`src/rtl/micro_pkg.sv`:
```
`default_nettype none
// +--------------------------------------------------------------------------+
// | Module      : micro_pkg                                                  |
// | Description : Shared opcodes, FSM state type and instruction field       |
// |               positions for param_micro_core.                            |
// | Revision    : 1.0 - initial release                                      |
// +--------------------------------------------------------------------------+
package micro_pkg;

    // 2-bit opcodes carried in ir[7:6]
    localparam logic [1:0] OP_ADD    = 2'b00;
    localparam logic [1:0] OP_LOAD   = 2'b01;
    localparam logic [1:0] OP_STORE  = 2'b10;
    localparam logic [1:0] OP_BRANCH = 2'b11;

    // Two-state fetch/execute sequencer
    typedef enum logic [0:0] {
        S_FETCH = 1'b0,
        S_EXEC  = 1'b1
    } state_t;

    // Instruction field bit positions
    localparam int IR_OP_HI = 7;
    localparam int IR_OP_LO = 6;
    localparam int IR_RS_HI = 5;
    localparam int IR_RS_LO = 4;
    localparam int IR_RT_HI = 3;
    localparam int IR_RT_LO = 2;
    localparam int IR_RD_HI = 1;
    localparam int IR_RD_LO = 0;

endpackage : micro_pkg
`default_nettype wire

```
`src/rtl/micro_dmem.sv`:
```
`default_nettype none
// +--------------------------------------------------------------------------+
// | Module      : micro_dmem                                                 |
// | Description : DEPTH x DATA_W data memory, asynchronous read, synchronous |
// |               write. Reset loads M[i]=i in the lower half and            |
// |               M[i]=-(i-DEPTH/2) in the upper half.                       |
// | Revision    : 1.0 - initial release                                      |
// +--------------------------------------------------------------------------+
module micro_dmem #(
    parameter int DATA_W = 8,
    parameter int DEPTH  = 32,
    parameter int AW     = $clog2(DEPTH)
) (
    input  logic              clock,
    input  logic              reset,
    input  logic              we_i,
    input  logic [AW-1:0]     addr_i,
    input  logic [DATA_W-1:0] wdata_i,
    output logic [DATA_W-1:0] rdata_o
);

    logic [DATA_W-1:0] mem_q [DEPTH];

    // Reset restores the fixed initial pattern; otherwise commit stores
    always_ff @(posedge clock or negedge reset) begin
        if (!reset) begin
            for (int i = 0; i < DEPTH; i++) begin
                if (i < DEPTH / 2) begin
                    mem_q[i] <= DATA_W'(i);
                end else begin
                    mem_q[i] <= DATA_W'(-(i - DEPTH / 2));
                end
            end
        end else if (we_i) begin
            mem_q[addr_i] <= wdata_i;
        end
    end

    // Combinational read so a LOAD sees the pre-edge contents
    assign rdata_o = mem_q[addr_i];

endmodule : micro_dmem
`default_nettype wire

```
`src/rtl/param_micro_core.sv`:
```
`default_nettype none
// +--------------------------------------------------------------------------+
// | Module      : param_micro_core                                           |
// | Description : Parametrised 4-register, 8-bit-ISA micro core with a       |
// |               FETCH/EXEC sequencer, instruction-fetch handshake, step    |
// |               enable and retired-instruction counter.                    |
// |               Optional macro MICRO_BRANCH_COND_EN turns op 11 into BEQ.  |
// | Revision    : 1.0 - initial release                                      |
// +--------------------------------------------------------------------------+
module param_micro_core
    import micro_pkg::*;
#(
    parameter int DATA_W     = 8,
    parameter int DMEM_DEPTH = 32,
    parameter int PC_W       = 8,
    parameter int RETIRE_W   = 16
) (
    input  logic                clock,
    input  logic                reset,
    input  logic                step,
    input  logic [7:0]          instruction,
    input  logic                instr_valid,
    output logic                instr_req,
    output logic [PC_W-1:0]     instruction_address,
    output logic [1:0]          op,
    output logic                mem_write,
    output logic                mem_read,
    output logic                reg_write,
    output logic [DATA_W-1:0]   wb_data,
    output logic [RETIRE_W-1:0] retire_count
);

    localparam int AW = $clog2(DMEM_DEPTH);

    state_t                state_q, state_d;
    logic [PC_W-1:0]       pc_q, pc_d;
    logic [7:0]            ir_q, ir_d;
    logic [DATA_W-1:0]     gpr_q [4];
    logic [DATA_W-1:0]     wb_q;
    logic [RETIRE_W-1:0]   retire_q;

    logic                  w_commit;
    logic [1:0]            w_op, w_rs, w_rt, w_rd;
    logic [1:0]            w_imm2;
    logic [DATA_W-1:0]     w_rs_val, w_rt_val;
    logic [DATA_W-1:0]     w_imm_data;
    logic [PC_W-1:0]       w_imm_pc;
    logic [DATA_W-1:0]     w_addr_sum;
    logic [DATA_W-1:0]     w_add_sum;
    logic [AW-1:0]         w_addr;
    logic [DATA_W-1:0]     w_mem_rdata;
    logic                  w_taken;
    logic [1:0]            w_rf_addr;
    logic [DATA_W-1:0]     w_rf_data;

    // Instruction field decode of the latched instruction
    assign w_op   = ir_q[IR_OP_HI:IR_OP_LO];
    assign w_rs   = ir_q[IR_RS_HI:IR_RS_LO];
    assign w_rt   = ir_q[IR_RT_HI:IR_RT_LO];
    assign w_rd   = ir_q[IR_RD_HI:IR_RD_LO];
    assign w_imm2 = ir_q[IR_RD_HI:IR_RD_LO];

    assign w_rs_val   = gpr_q[w_rs];
    assign w_rt_val   = gpr_q[w_rt];
    assign w_imm_data = DATA_W'($signed(w_imm2));
    assign w_imm_pc   = PC_W'($signed(w_imm2));
    assign w_addr_sum = w_rs_val + w_imm_data;
    assign w_add_sum  = w_rs_val + w_rt_val;

    // Memory address is the low AW bits of base+imm, zero-extended if the
    // data path is narrower than the address
    generate
        if (AW <= DATA_W) begin : g_addr_slice
            logic w_addr_hi_unused;
            assign w_addr           = w_addr_sum[AW-1:0];
            assign w_addr_hi_unused = ^w_addr_sum;
        end else begin : g_addr_extend
            assign w_addr = {{(AW - DATA_W){1'b0}}, w_addr_sum};
        end
    endgenerate

`ifdef MICRO_BRANCH_COND_EN
    assign w_taken = (w_rs_val == w_rt_val);
`else
    assign w_taken = 1'b1;
`endif

    // Sequencer: fetch handshake, then wait for step to commit
    always_comb begin
        state_d   = state_q;
        ir_d      = ir_q;
        instr_req = 1'b0;
        w_commit  = 1'b0;
        case (state_q)
            S_FETCH: begin
                instr_req = 1'b1;
                if (instr_valid) begin
                    ir_d    = instruction;
                    state_d = S_EXEC;
                end
            end
            S_EXEC: begin
                if (step) begin
                    w_commit = 1'b1;
                    state_d  = S_FETCH;
                end
            end
            default: state_d = S_FETCH;
        endcase
    end

    // Commit strobes and next-PC selection
    always_comb begin
        mem_write = w_commit && (w_op == OP_STORE);
        mem_read  = w_commit && (w_op == OP_LOAD);
        reg_write = w_commit && (w_op[1] == 1'b0);
        w_rf_addr = (w_op == OP_ADD) ? w_rd : w_rt;
        w_rf_data = (w_op == OP_ADD) ? w_add_sum : w_mem_rdata;
        pc_d      = pc_q;
        if (w_commit) begin
            if ((w_op == OP_BRANCH) && w_taken) begin
                pc_d = pc_q + PC_W'(1) + w_imm_pc;
            end else begin
                pc_d = pc_q + PC_W'(1);
            end
        end
    end

    // Sequencer state, PC, instruction register and retire counter
    always_ff @(posedge clock or negedge reset) begin
        if (!reset) begin
            state_q  <= S_FETCH;
            pc_q     <= '0;
            ir_q     <= '0;
            retire_q <= '0;
        end else begin
            state_q <= state_d;
            pc_q    <= pc_d;
            ir_q    <= ir_d;
            if (w_commit) begin
                retire_q <= retire_q + RETIRE_W'(1);
            end
        end
    end

    // Register file and console write-back value
    always_ff @(posedge clock or negedge reset) begin
        if (!reset) begin
            for (int i = 0; i < 4; i++) begin
                gpr_q[i] <= '0;
            end
            wb_q <= '0;
        end else if (reg_write) begin
            gpr_q[w_rf_addr] <= w_rf_data;
            wb_q             <= w_rf_data;
        end
    end

    micro_dmem #(
        .DATA_W (DATA_W),
        .DEPTH  (DMEM_DEPTH),
        .AW     (AW)
    ) u_dmem (
        .clock   (clock),
        .reset   (reset),
        .we_i    (mem_write),
        .addr_i  (w_addr),
        .wdata_i (w_rt_val),
        .rdata_o (w_mem_rdata)
    );

    assign instruction_address = pc_q;
    assign op                  = w_op;
    assign wb_data             = wb_q;
    assign retire_count        = retire_q;

endmodule : param_micro_core
`default_nettype wire

```
`config.mk`:
```
export PLATFORM = sky130hd
export DESIGN_NAME = param_micro_core
export DESIGN_NICKNAME = d
export VERILOG_FILES = /design/src/rtl/micro_pkg.sv /design/src/rtl/micro_dmem.sv /design/src/rtl/param_micro_core.sv
export SDC_FILE = /design/constraint.sdc
export NUM_CORES = 1
export LEC_CHECK = 0
export CAP_MARGIN = 25
export CORE_ASPECT_RATIO = 1.4
export CORE_UTILIZATION = 50
export CTS_BUF_LIST = sky130_fd_sc_hd__clkbuf_2 sky130_fd_sc_hd__clkbuf_4 sky130_fd_sc_hd__clkbuf_8
export DETAILED_ROUTE_END_ITERATION = 8
export GPL_ROUTABILITY_DRIVEN = 0
export PLACE_DENSITY = 0.7
export SYNTH_ARGS = -nofsm -noshare
export SYNTH_HDL_FRONTEND = slang
export SYNTH_SLANG_ARGS = --single-unit
```
`constraint.sdc`:
```
create_clock -name clock -period 4.3 [get_ports clock]
set_input_delay 0.86 -clock clock [delete_from_list [all_inputs] [get_ports clock]]
set_output_delay 0.86 -clock clock [all_outputs]
set_load 0.01 [all_outputs]
```
# Word-level counts from Yosys, hierarchy flattened

Index checks and enable logic that the tools add are counted.

Flip-flop bits (word level): 329
Bits of input ports: 12
Word-level logic and storage cells: 92
Output and inout port bits: 38

Equal/unequal tests: 3
Magnitude comparators: 6
Reduce and logical (&&, ||, !) cells: 7
Multiplexer cells: 24
Bitwise operators: 6
Add/subtract/negate cells: 5

Operators by type and width:

| cell                                                                         | count |
|---|---|
| 256-bit bitwise mux                                                          | 1 |
| 8-bit two-way mux                                                            | 10 |
| 8-bit binary-select mux with 5-bit select                                    | 1 |
| 8-bit demux with 5-bit select                                                | 1 |
| 8-bit binary-select mux with 2-bit select                                    | 2 |
| 32-bit bitwise mux                                                           | 1 |
| 16-bit by 1-bit adder with 16-bit output, second input constant              | 1 |
| 8-bit adder                                                                  | 2 |
| 8-bit demux with 2-bit select                                                | 1 |
| 3-bit >= comparator, second input constant                                   | 3 |
| 2-bit inverter with 3-bit output                                             | 3 |
| 8-bit by 1-bit adder with 8-bit output, second input constant                | 1 |
| 6-bit >= comparator, second input constant                                   | 1 |
| 6-bit by 1-bit less-than comparator with 1-bit output, second input constant | 1 |
| 5-bit inverter with 6-bit output                                             | 1 |
| 5-bit adder                                                                  | 1 |
| 1-bit logical AND                                                            | 5 |
| 1-bit two-way mux                                                            | 5 |
| 2-bit equality test, second input constant                                   | 2 |
| 3-bit by 1-bit less-than comparator with 1-bit output, second input constant | 1 |
| 2-bit by 1-bit equality test with 1-bit output, second input constant        | 1 |
| 2-bit logical NOT                                                            | 1 |
| 2-bit two-way mux                                                            | 1 |
| 1-bit inverter                                                               | 2 |
| other kinds (2)                                                              | 2 |

# Longest topological paths before layout

Gate-level depths: netlist (run 1).

Word-level depth: 11
Gate-level depth with buffers: 12
Depth with buffers taken out: 10

# Modules after synthesis

A second synthesis (run 1) with hierarchy kept.

Cells, all modules: 1,272
Area, all modules: 16,385.7 um2

By module, submodules not included:

| module           | cells each | area an instance (um2) | times used | seq. area each (um2) |
|---|---|---|---|---|
| micro_dmem       | 856        | 12,147.9               | 1          | 6,561.3 |
| param_micro_core | 416        | 4,237.8                | 1          | 1,826.8 |

# Worst setup path after synthesis (run 1)

Ideal clock, no wire load.

Path kind: register -> register
From: register ir_q[4]
To: register gpr_q[12] (netlist name)
Slack: 0.552 ns
Cell stages (with the launch flop): 11
Data arrival time: 3.608 ns
Library setup time: 0.140 ns
Path through: dfrtp_1 buf_6 mux4_2 ha_1 fa_1 buf_1 clkbuf_1 mux4_2 mux4_2 o22ai_1 o31ai_1

Cells in the longest elaborated chain, start to end: 11
Elaborated cells between the ends (all ways): 12
Those cells by class: add/sub (2); mux (8); bitwise (2)

RTL lines:

| item                                                       | line                    | text |
|---|---|---|
| from (decl)                                                | param_micro_core.sv:37  | `logic [7:0] ir_q, ir_d;` |
| from (signal assigned)                                     | param_micro_core.sv:139 | `ir_q <= ir_d;` |
| 2-bit inverter with 3-bit output (implied by the code) (*) | param_micro_core.sv:63  | `assign w_rs_val = gpr_q[w_rs];` |
| 8-bit binary-select mux with 2-bit select (*)              | param_micro_core.sv:63  |  |
| 8-bit two-way mux (implied by the code) (*) (2 in a row)   | param_micro_core.sv:63  |  |
| 5-bit adder                                                | param_micro_core.sv:67  | `assign w_addr_sum = w_rs_val + w_imm_data;` |
| 5-bit inverter with 6-bit output (implied by the code)     | micro_dmem.sv:40        | `assign rdata_o = mem_q[addr_i];` |
| 8-bit binary-select mux with 5-bit select                  | micro_dmem.sv:40        |  |
| 8-bit two-way mux (implied by the code) (2 in a row)       | micro_dmem.sv:40        |  |
| 8-bit two-way mux (*)                                      | param_micro_core.sv:118 | `w_rf_data = (w_op == OP_ADD) ? w_add_sum : w_mem_rdata;` |
| 32-bit bitwise mux (*)                                     | param_micro_core.sv:154 | `gpr_q[w_rf_addr] <= w_rf_data;` |
| to (signal, indexed assignment)                            | param_micro_core.sv:154 |  |
| to (decl)                                                  | param_micro_core.sv:38  | `logic [DATA_W-1:0] gpr_q [4];` |

Every way passes the cells marked *; elsewhere a longest branch is shown, timed or not. The select of a mux whose other input is x is not followed.
A chain may end at the register's enable or synchronous reset.

# Final worst setup path (run 1)

From: register ir_q[4]
To: register gpr_q[4] (netlist name)

Same word-level chain as after synthesis.

==> impl_metrics.json, run 1 <==
{
  "clockRootBuffer": "clkbuf_8",
  "ys_seq_area_share_pct": 52.2,
  "synth-main-ff-cell": "dfrtp_1",
  "mostFrequentLayoutCell": "mux2_2",
  "maxCapViolations": 0,
  "p_per_area_nw_per_um2": 681,
  "cts_inserted_buffers": 50,
  "status": "complete, no violations",
  "clk_path_buf_depth": 3,
  "clock_latency_ns": 0.60,
  "relSlewSlack_pct": 45.2,
  "cts_resized": 0,
  "route.detailed.wl_per_inst_um": 22.1,
  "cts_sinks": 329,
  "yosys.area.top_type": "dfrtp_1",
  "area.sequential_um2": 8390,
  "fillerInstances": 2448,
  "synth_cell_types": 53,
  "cts_setup_buffers": 0,
  "grt_pass1_wl_mm": 59.0,
  "area_delta_synth_final_pct": 14.2,
  "hold_path.class": "primary input to async pin",
  "fin_skew_ns": 0.0317,
  "syn_inst": 1121,
  "start_util_pct": 50.9,
  "drt-initial-drc-count": 560,
  "critical_path_depth": 8,
  "final_nets": 1236,
  "synth_area_um2": 16100,
  "num_rows": 77,
  "die_y_um": 214,
  "crit_slowest_cell": "fa_4",
  "n_antenna_cell": 0,
  "grt_max_degree": 107,
  "setup_viol": 0,
  "holdWs_ns": 0.338,
  "die_area_um2": 32900,
  "first_pass_iters": 5,
  "crit_path_start_kind": "flop",
  "tns_ns": 0,
  "htreeDepth": 2,
  "path_cells": "mux4_2, ha_4, fa_4, buf_12, mux4_2, mux4_2, o22ai_1, o31ai_1",
  "rsz0062_at_grt": "false",
  "endpoint_kind": "flop",
  "cp_common_cell": "mux4_2",
  "hold_viol": 0,
  "crit_path_start": "ir_q[4]",
  "synth_area_leaders": "dfrtp_1, dfstp_2, mux2_2, mux4_2, nand2_1",
  "crit_path_end": "gpr_q[4]",
  "final_cell_mix": "mux2_2, dfrtp_1, dfstp_2",
  "async_reset_ff_share_pct": 100,
  "clkTransAtPathRegs_ns": 0.07,
  "drc": 0,
  "reg2reg_setup_slack_ns": 0.39,
  "wl_mm": 36.1,
  "antenna_found_initial": 0,
  "p_leak_uw": 0.00816,
  "cp.arrival_ns": 4.35,
  "critPathKind": "flop to flop",
  "crit_family": "multiplexers",
  "drv_slew": 0,
  "tightest_slew_ns": 0.820,
  "viasPerCell": 5.96,
  "yosys_warnings": 0,
  "fin_crit_sh_pct": 90.9,
  "layoutNonFillerInstCount": 1635,
  "r2r-end": "gpr_q[4]",
  "cts_tree": "built",
  "ant_nets": 0,
  "via_count": 9737,
  "worst_path_largest_cell_delay_ns": 0.92,
  "grt_pass1_vias": 10488,
  "yosysTopAreaCellShare_pct": 31.9,
  "grt.overflow.total": 0,
  "port_buffers": 49,
  "reg2reg_depth": 8,
  "required_ns": 4.74,
  "place_inst": 1543,
  "synth-seq-cells": 329,
  "timing.fmax_mhz": 256,
  "cp_max_fo": 30,
  "chipWidth_um": 154,
  "coreArea_um2": 31600,
  "synth_edf_count": 0,
  "critical_path_buf_inv_count": 1,
  "track_usage_pct": 23.2,
  "io_pins": 50,
  "avgSynthCellArea_um2": 14.3,
  "r2r-start": "ir_q[4]",
  "hold_buffers": 0,
  "ir_drop_mv": 0.461,
  "multi_input_area_um2": 7440,
  "drive_gt1_share_pct": 50.7,
  "place_hpwl_mm": 24.5,
  "min_period_ns": 3.91,
  "synth.net_count": 1157
}
==> cells in the mapped netlist, types with 3 or more instances <==
cell type and instances:
clkbuf_1 49, a21oi_1 18, o21bai_1 3, mux4_2 96
nand3_1 19, nor3_1 7, o22ai_1 9, xor2_1 13
and2_1 4, inv_1 11, nor3b_1 6, nand4_1 4
nor3_2 4, and3_1 11, mux2_1 3, buf_2 5
dfstp_2 124, dfrtp_1 205, a21o_1 6, or3_1 5
o21ai_0 19, buf_1 5, ha_1 21, o21ai_1 3
o31ai_1 36, nand2b_1 7, xnor2_1 20, mux2_2 260
nand2_1 92, fa_1 3, nor2_1 27
==> per-stage QoR <==
stage	worst slack (ns)	instance area (um^2)	total power, uW	utilization, %
final	0.391	18400	12500	58.1
after global routing	0.208	18400	13200	58.1
after CTS	0.374	18400	12600	58.1
after detailed placement	0.402	17200	9760	54.6
after global placement	0.442	17200	9630	54.6
after floorplan	0.552	16100	7870	-
==> report_power, final <==
group | internal, uW | total [uW] | leakage (uW) | switching, uW
Clock | 1610 | 2810 | 0.000593 | 1210
Sequential | 3840 | 4290 | 0.00406 | 444
Combinational | 2390 | 5410 | 0.00351 | 3020
==> routing by layer <==
metal  vias up  routed length (um)  global-route usage, %
met5         -                   0                      0
met4         0                1110                   8.57
met3        63                1520                   3.56
met2       240               19000                   40.8
met1      5083               14500                   28.7
li1       4351                   -                      -
==> cell families after synthesis <==
logic type      share of synthesized area [%]
mux                                      31.9
flops                                    52.2
simple gates                             5.99
compound gates                           4.05
buf+inv                                  1.87
xor+xnor                                 2.08
fa+ha+maj                                2.01
==> registers in the layout, indices dropped and copies added (netlist names) <==
| name | count |
|---|---|
| gpr_q | 32 |
| instruction_address | 8 |
| ir_q | 8 |
| retire_count | 16 |
| state_q | 1 |
| u_dmem.mem_q | 256 |
| wb_data | 8 |
==> worst min path at each step <==
stage                                 from                     end  depth (start not counted)
after CTS                            reset  instruction_address[4]                          1
after detailed placement  retire_count[15]        retire_count[15]                          1
after floorplan            u_dmem.mem_q[8]         u_dmem.mem_q[8]                          1
after global routing                 reset  instruction_address[4]                          1
final                                reset  instruction_address[4]                          1
after global placement    retire_count[15]        retire_count[15]                          1
==> area by class of cell <==
type | count | area share, %
clock inverter | 10 | 0.593
multi-input combinational | 718 | 40.5
inverter | 11 | 0.225
clock buffer | 82 | 5.50
sequential | 329 | 45.7
timing repair buffer | 90 | 4.78
tap | 395 | 2.69
(Power assumes the default switching activity.)
==> run 2, diff against run 1 <==
--- a/config.mk
+++ b/config.mk
@@ -5,13 +5,15 @@
 export SDC_FILE = /design/constraint.sdc
 export NUM_CORES = 1
 export LEC_CHECK = 0
+export ABC_CLOCK_PERIOD_IN_PS = 4700
 export CAP_MARGIN = 25
 export CORE_ASPECT_RATIO = 1.4
 export CORE_UTILIZATION = 50
 export CTS_BUF_LIST = sky130_fd_sc_hd__clkbuf_2 sky130_fd_sc_hd__clkbuf_4 sky130_fd_sc_hd__clkbuf_8
 export DETAILED_ROUTE_END_ITERATION = 8
+export DONT_BUFFER_PORTS = 1
 export GPL_ROUTABILITY_DRIVEN = 0
-export PLACE_DENSITY = 0.7
+export PLACE_DENSITY = 0.68
 export SYNTH_ARGS = -nofsm -noshare
 export SYNTH_HDL_FRONTEND = slang
 export SYNTH_SLANG_ARGS = --single-unit
==> constraint.sdc (replaced) <==
create_clock -name clock -period 4.7 [get_ports clock]
set_input_delay 0.94 -clock clock [delete_from_list [all_inputs] [get_ports clock]]
set_output_delay 0.94 -clock clock [all_outputs]
set_load 0.01 [all_outputs]
==> impl_metrics.json, run 2 (synthesis gave the netlist of run 1 again) <==
{
  "wl_mm": 35.1,
  "viasPerCell": 6.05,
  "cp.arrival_ns": 4.34,
  "timing.fmax_mhz": 258,
  "mostFrequentLayoutCell": "mux2_2",
  "relSlewSlack_pct": 45.8,
  "fin_ws_ns": 0.819,
  "cts_inserted_buffers": 51,
  "setup_viol": 0,
  "tns_ns": 0,
  "critical_path_buf_inv_count": 1,
  "chipWidth_um": 154,
  "crit_path_start_kind": "flop",
  "endpoint_kind": "flop",
  "reg2reg_setup_slack_ns": 0.82,
  "min_period_ns": 3.88,
  "cp_max_fo": 38,
  "final_cell_mix": "mux2_2, dfrtp_1, dfstp_2",
  "clockRootBuffer": "clkbuf_8",
  "die_area_um2": 32900,
  "area_delta_synth_final_pct": 10.5,
  "track_usage_pct": 22.6,
  "place_area_um2": 16600,
  "rsz0062_at_grt": "false",
  "via_count": 9533,
  "io_pins": 50,
  "required_ns": 5.16,
  "clk_path_buf_depth": 3,
  "grt_pass1_wl_mm": 58.0,
  "ir_drop_mv": 0.418,
  "grt.overflow.total": 0,
  "status": "complete, no violations",
  "top_layer": "met4",
  "top_register": "u_dmem.mem_q",
  "worst_path_largest_cell_delay_ns": 0.80,
  "hold_viol": 0,
  "wl_met1_mm": 14.3,
  "cp_common_cell": "mux4_2",
  "antenna_found_initial": 0,
  "tightest_slew_ns": 0.812,
  "largest_reg_flops": 256,
  "final_nets": 1174,
  "num_rows": 77,
  "drt-initial-drc-count": 583,
  "dp_slack_ns": 0.807,
  "p_per_area_nw_per_um2": 625,
  "cts_tree": "built",
  "holdWs_ns": 0.0658,
  "critPathKind": "flop to flop",
  "p_leak_uw": 0.00792,
  "place_hpwl_mm": 23.4,
  "cts_setup_buffers": 0,
  "design_area_um2": 17800,
  "clock_latency_ns": 0.60,
  "fin_skew_ns": 0.0306,
  "ant_nets": 0,
  "port_buffers": 0,
  "hold_path.class": "primary input to async pin",
  "n_antenna_cell": 0,
  "wl_met2_mm": 18.3,
  "hold_buffers": 1,
  "cts_sinks": 329,
  "wl_met3_mm": 1.54,
  "crit_slowest_cell": "fa_4",
  "die_y_um": 214,
  "clkTransAtPathRegs_ns": 0.07,
  "htreeDepth": 2,
  "route.detailed.wl_per_inst_um": 22.3,
  "first_pass_iters": 5,
  "grt_max_degree": 329,
  "cts_resized": 0,
  "maxCapViolations": 0,
  "path_cells": "mux4_2, ha_4, fa_4, buf_12, mux4_2, mux4_2, o22ai_1, o21ai_0",
  "coreArea_um2": 31600,
  "crit_family": "multiplexers",
  "start_util_pct": 50.9,
  "fin_crit_sh_pct": 82.6,
  "drive_gt1_share_pct": 52.2,
  "grt_pass1_vias": 10241,
  "drc": 0,
  "drv_slew": 0
}
## run 2: where the power goes
group | total (uW) | switching (uW) | leakage [uW] | internal [uW]
clock network | 2620 | 1140 | 0.000617 | 1480
registers | 3980 | 471 | 0.00406 | 3510
logic | 4500 | 2550 | 0.00325 | 1950
total | 11100 | 4160 | 0.00792 | 6950
## run 2: path summary, 6_finish.rpt
check,startpoint,end,depth (start not counted)
worst max-delay path,ir_q[4],gpr_q[11],8
worst min-delay path,reset,u_dmem.mem_q[27],0
worst max register to register,ir_q[4],gpr_q[11],8
worst min register to register,u_dmem.mem_q[58],u_dmem.mem_q[58],1
max in group asynchronous,reset,instruction_address[1],1
min in group clock,step,state_q,1
## run 2: final cells by class
class	count	area, um^2
timing repair buffer	27	268
tap	395	494
inverter	11	41.3
sequential	329	8390
clock buffer	84	1060
multi-input combinational	718	7440
fill	2546	13800
clock inverter	12	91.3
## run 2: layer usage
metal  track usage [%]  up-vias
li1                  -     4209
met1              28.3     5029
met2              39.5      236
met3              3.42       59
met4              8.00        0
met5                 0        -
## run 2: metrics by stage
stage / util [%] / std cells / power, uW
floorplan: - / 1121 / 7200
global route: 56.3 / 1576 / 11800
finish: 56.3 / 1576 / 11100
detailed placement: 52.6 / 1479 / 8560
CTS: 56.3 / 1576 / 11200
global placement: 52.6 / 1479 / 8450
==> run 3, diff against run 2 <==
--- a/config.mk
+++ b/config.mk
@@ -5,7 +5,7 @@
 export SDC_FILE = /design/constraint.sdc
 export NUM_CORES = 1
 export LEC_CHECK = 0
-export ABC_CLOCK_PERIOD_IN_PS = 4700
+export ABC_CLOCK_PERIOD_IN_PS = 3700
 export CAP_MARGIN = 25
 export CORE_ASPECT_RATIO = 1.4
 export CORE_UTILIZATION = 50
==> constraint.sdc (replaced) <==
create_clock -name clock -period 3.7 [get_ports clock]
set_input_delay 0.74 -clock clock [delete_from_list [all_inputs] [get_ports clock]]
set_output_delay 0.74 -clock clock [all_outputs]
set_load 0.01 [all_outputs]
==> impl_metrics.json, run 3 (synthesis gave the netlist of run 1 again) <==
{
  "fin_skew_ns": 0.0163,
  "place_hpwl_mm": 24.6,
  "cts_tree": "built",
  "num_rows": 77,
  "cts_inserted_buffers": 50,
  "final_nets": 1225,
  "required_ns": 4.15,
  "cp.arrival_ns": 4.22,
  "die_y_um": 214,
  "coreArea_um2": 31600,
  "tns_ns": -0.715,
  "clockRootBuffer": "clkbuf_8",
  "layoutNonFillerInstCount": 1626,
  "cp_max_fo": 21,
  "place_inst": 1528,
  "grt.overflow.total": 0,
  "antenna_found_initial": 2,
  "mostFrequentLayoutCell": "mux2_2",
  "min_period_ns": 3.77,
  "endpoint_kind": "flop",
  "rsz0062_at_grt": "true",
  "clkTransAtPathRegs_ns": 0.06,
  "start_util_pct": 50.9,
  "io_pins": 50,
  "hold_path.class": "primary input to async pin",
  "drc": 0,
  "ir_drop_mv": 0.428,
  "drv_slew": 0,
  "hold_viol": 102,
  "setup_viol": 26,
  "final_cell_mix": "mux2_2, dfrtp_1, dfstp_2",
  "route.detailed.wl_per_inst_um": 23.0,
  "wl_mm": 37.4,
  "cts_sinks": 329,
  "maxCapViolations": 0,
  "htreeDepth": 2,
  "status": "finished, violations left",
  "area_delta_synth_final_pct": 14.7,
  "grt_max_degree": 330,
  "track_usage_pct": 23.6,
  "via_count": 9793,
  "drive_gt1_share_pct": 56.2,
  "first_pass_iters": 4,
  "timing.fmax_mhz": 266,
  "crit_path_start_kind": "flop",
  "chipWidth_um": 154,
  "violations": "hold timing, setup timing",
  "drt-initial-drc-count": 482,
  "top_register": "u_dmem.mem_q",
  "relSlewSlack_pct": 35.8,
  "tightest_slew_ns": 0.962,
  "p_leak_uw": 0.00825,
  "grt_pass1_vias": 10416,
  "holdWs_ns": -0.160,
  "largest_reg_flops": 256,
  "n_antenna_cell": 0,
  "die_area_um2": 32900,
  "grt_pass1_wl_mm": 59.6,
  "fin_crit_sh_pct": 102,
  "ant_nets": 0,
  "clk_path_buf_depth": 3,
  "port_buffers": 0,
  "critPathKind": "flop to flop",
  "p_per_area_nw_per_um2": 817,
  "fin_ws_ns": -0.0664,
  "clock_latency_ns": 0.60,
  "viasPerCell": 6.02
}
[run 3: cell types whose count changed in the layout (fill, tap and decap cells not counted), moves of 5 or more]
cell | before | now
buf_4 | 21 | 59
buf_12 | 5 | 14
nand2_1 | 92 | 87
nand2_2 | 0 | 5
o21ai_0 | 19 | 14
o21ai_2 | 0 | 5
[run 3: layout make-up]
class / instances / area [um^2]
Fill cell: 2485 / 13200
Sequential cell: 329 / 8390
Multi-Input combinational cell: 718 / 7580
Clock buffer: 86 / 1070
Timing Repair Buffer: 79 / 821
Tap cell: 395 / 494
Clock inverter: 8 / 48.8
Inverter: 11 / 41.3
[run 3: routing by layer]
| metal | vias to the layer above | part of all wire [%] | track usage [%] |
|---|---|---|---|
| li1 | 4325 | - | - |
| met1 | 5194 | 41 | 28.8 |
| met2 | 201 | 52 | 40.8 |
| met3 | 69 | 3.8 | 3.94 |
| met4 | 4 | 3.6 | 11.0 |
| met5 | - | 0.062 | 0 |
[run 3: power by group]
| group | switching, uW | internal (uW) | leakage (uW) |
|---|---|---|---|
| registers | 610 | 4460 | 0.00406 |
| logic | 3630 | 3120 | 0.00360 |
| clock network | 1420 | 1820 | 0.000596 |
| total | 5660 | 9410 | 0.00825 |
[run 3: final timing paths]
path / startpoint / end / slack (ns) / cells past startpoint
max: ir_q[4] / gpr_q[6] / -0.07 / 9
min: reset / instruction_address[2] / -0.16 / 0
max reg2reg: ir_q[4] / gpr_q[6] / -0.07 / 9
min reg2reg: u_dmem.mem_q[43] / u_dmem.mem_q[43] / 0.50 / 1
max in group asynchronous: reset / u_dmem.mem_q[40] / 3.06 / 0
min in group clock: step / state_q / 0.23 / 1
[run 3: worst max-delay path: stages, from the launching register on]
cell	delay [ns]
dfrtp_1	0.41
mux4_2	0.58
ha_4	0.19
fa_4	0.90
buf_12	0.21
mux4_2	0.32
mux4_2	0.57
o22ai_1	0.18
buf_4	0.18
o31ai_1	0.08
[run 3: metrics by stage]
step	setup WS, ns	cell area, um^2	hold slack, ns	total power (uW)	utilization, %
floorplan	-0.000983	16100	0.444	9150	-
global placement	0.00963	17100	0.454	11300	54.0
detailed placement	-0.0101	17100	0.453	11400	54.0
CTS	-0.0219	18200	-0.196	14800	57.7
global route	-0.139	18400	-0.194	15900	58.4
finish	-0.0664	18400	-0.160	15100	58.4
[run 3: what timing repair did]
| action | 4_1_cts | 5_1_grt |
|---|---|---|
| setup endpoints to repair | 6 | 202 |
| cloned | 1 | 1 |
| setup buffers | 0 | 2 |
| pin swaps | 0 | 12 |
| hold endpoints to repair | 258 | 207 |
| gates resized for setup | 1 | 38 |
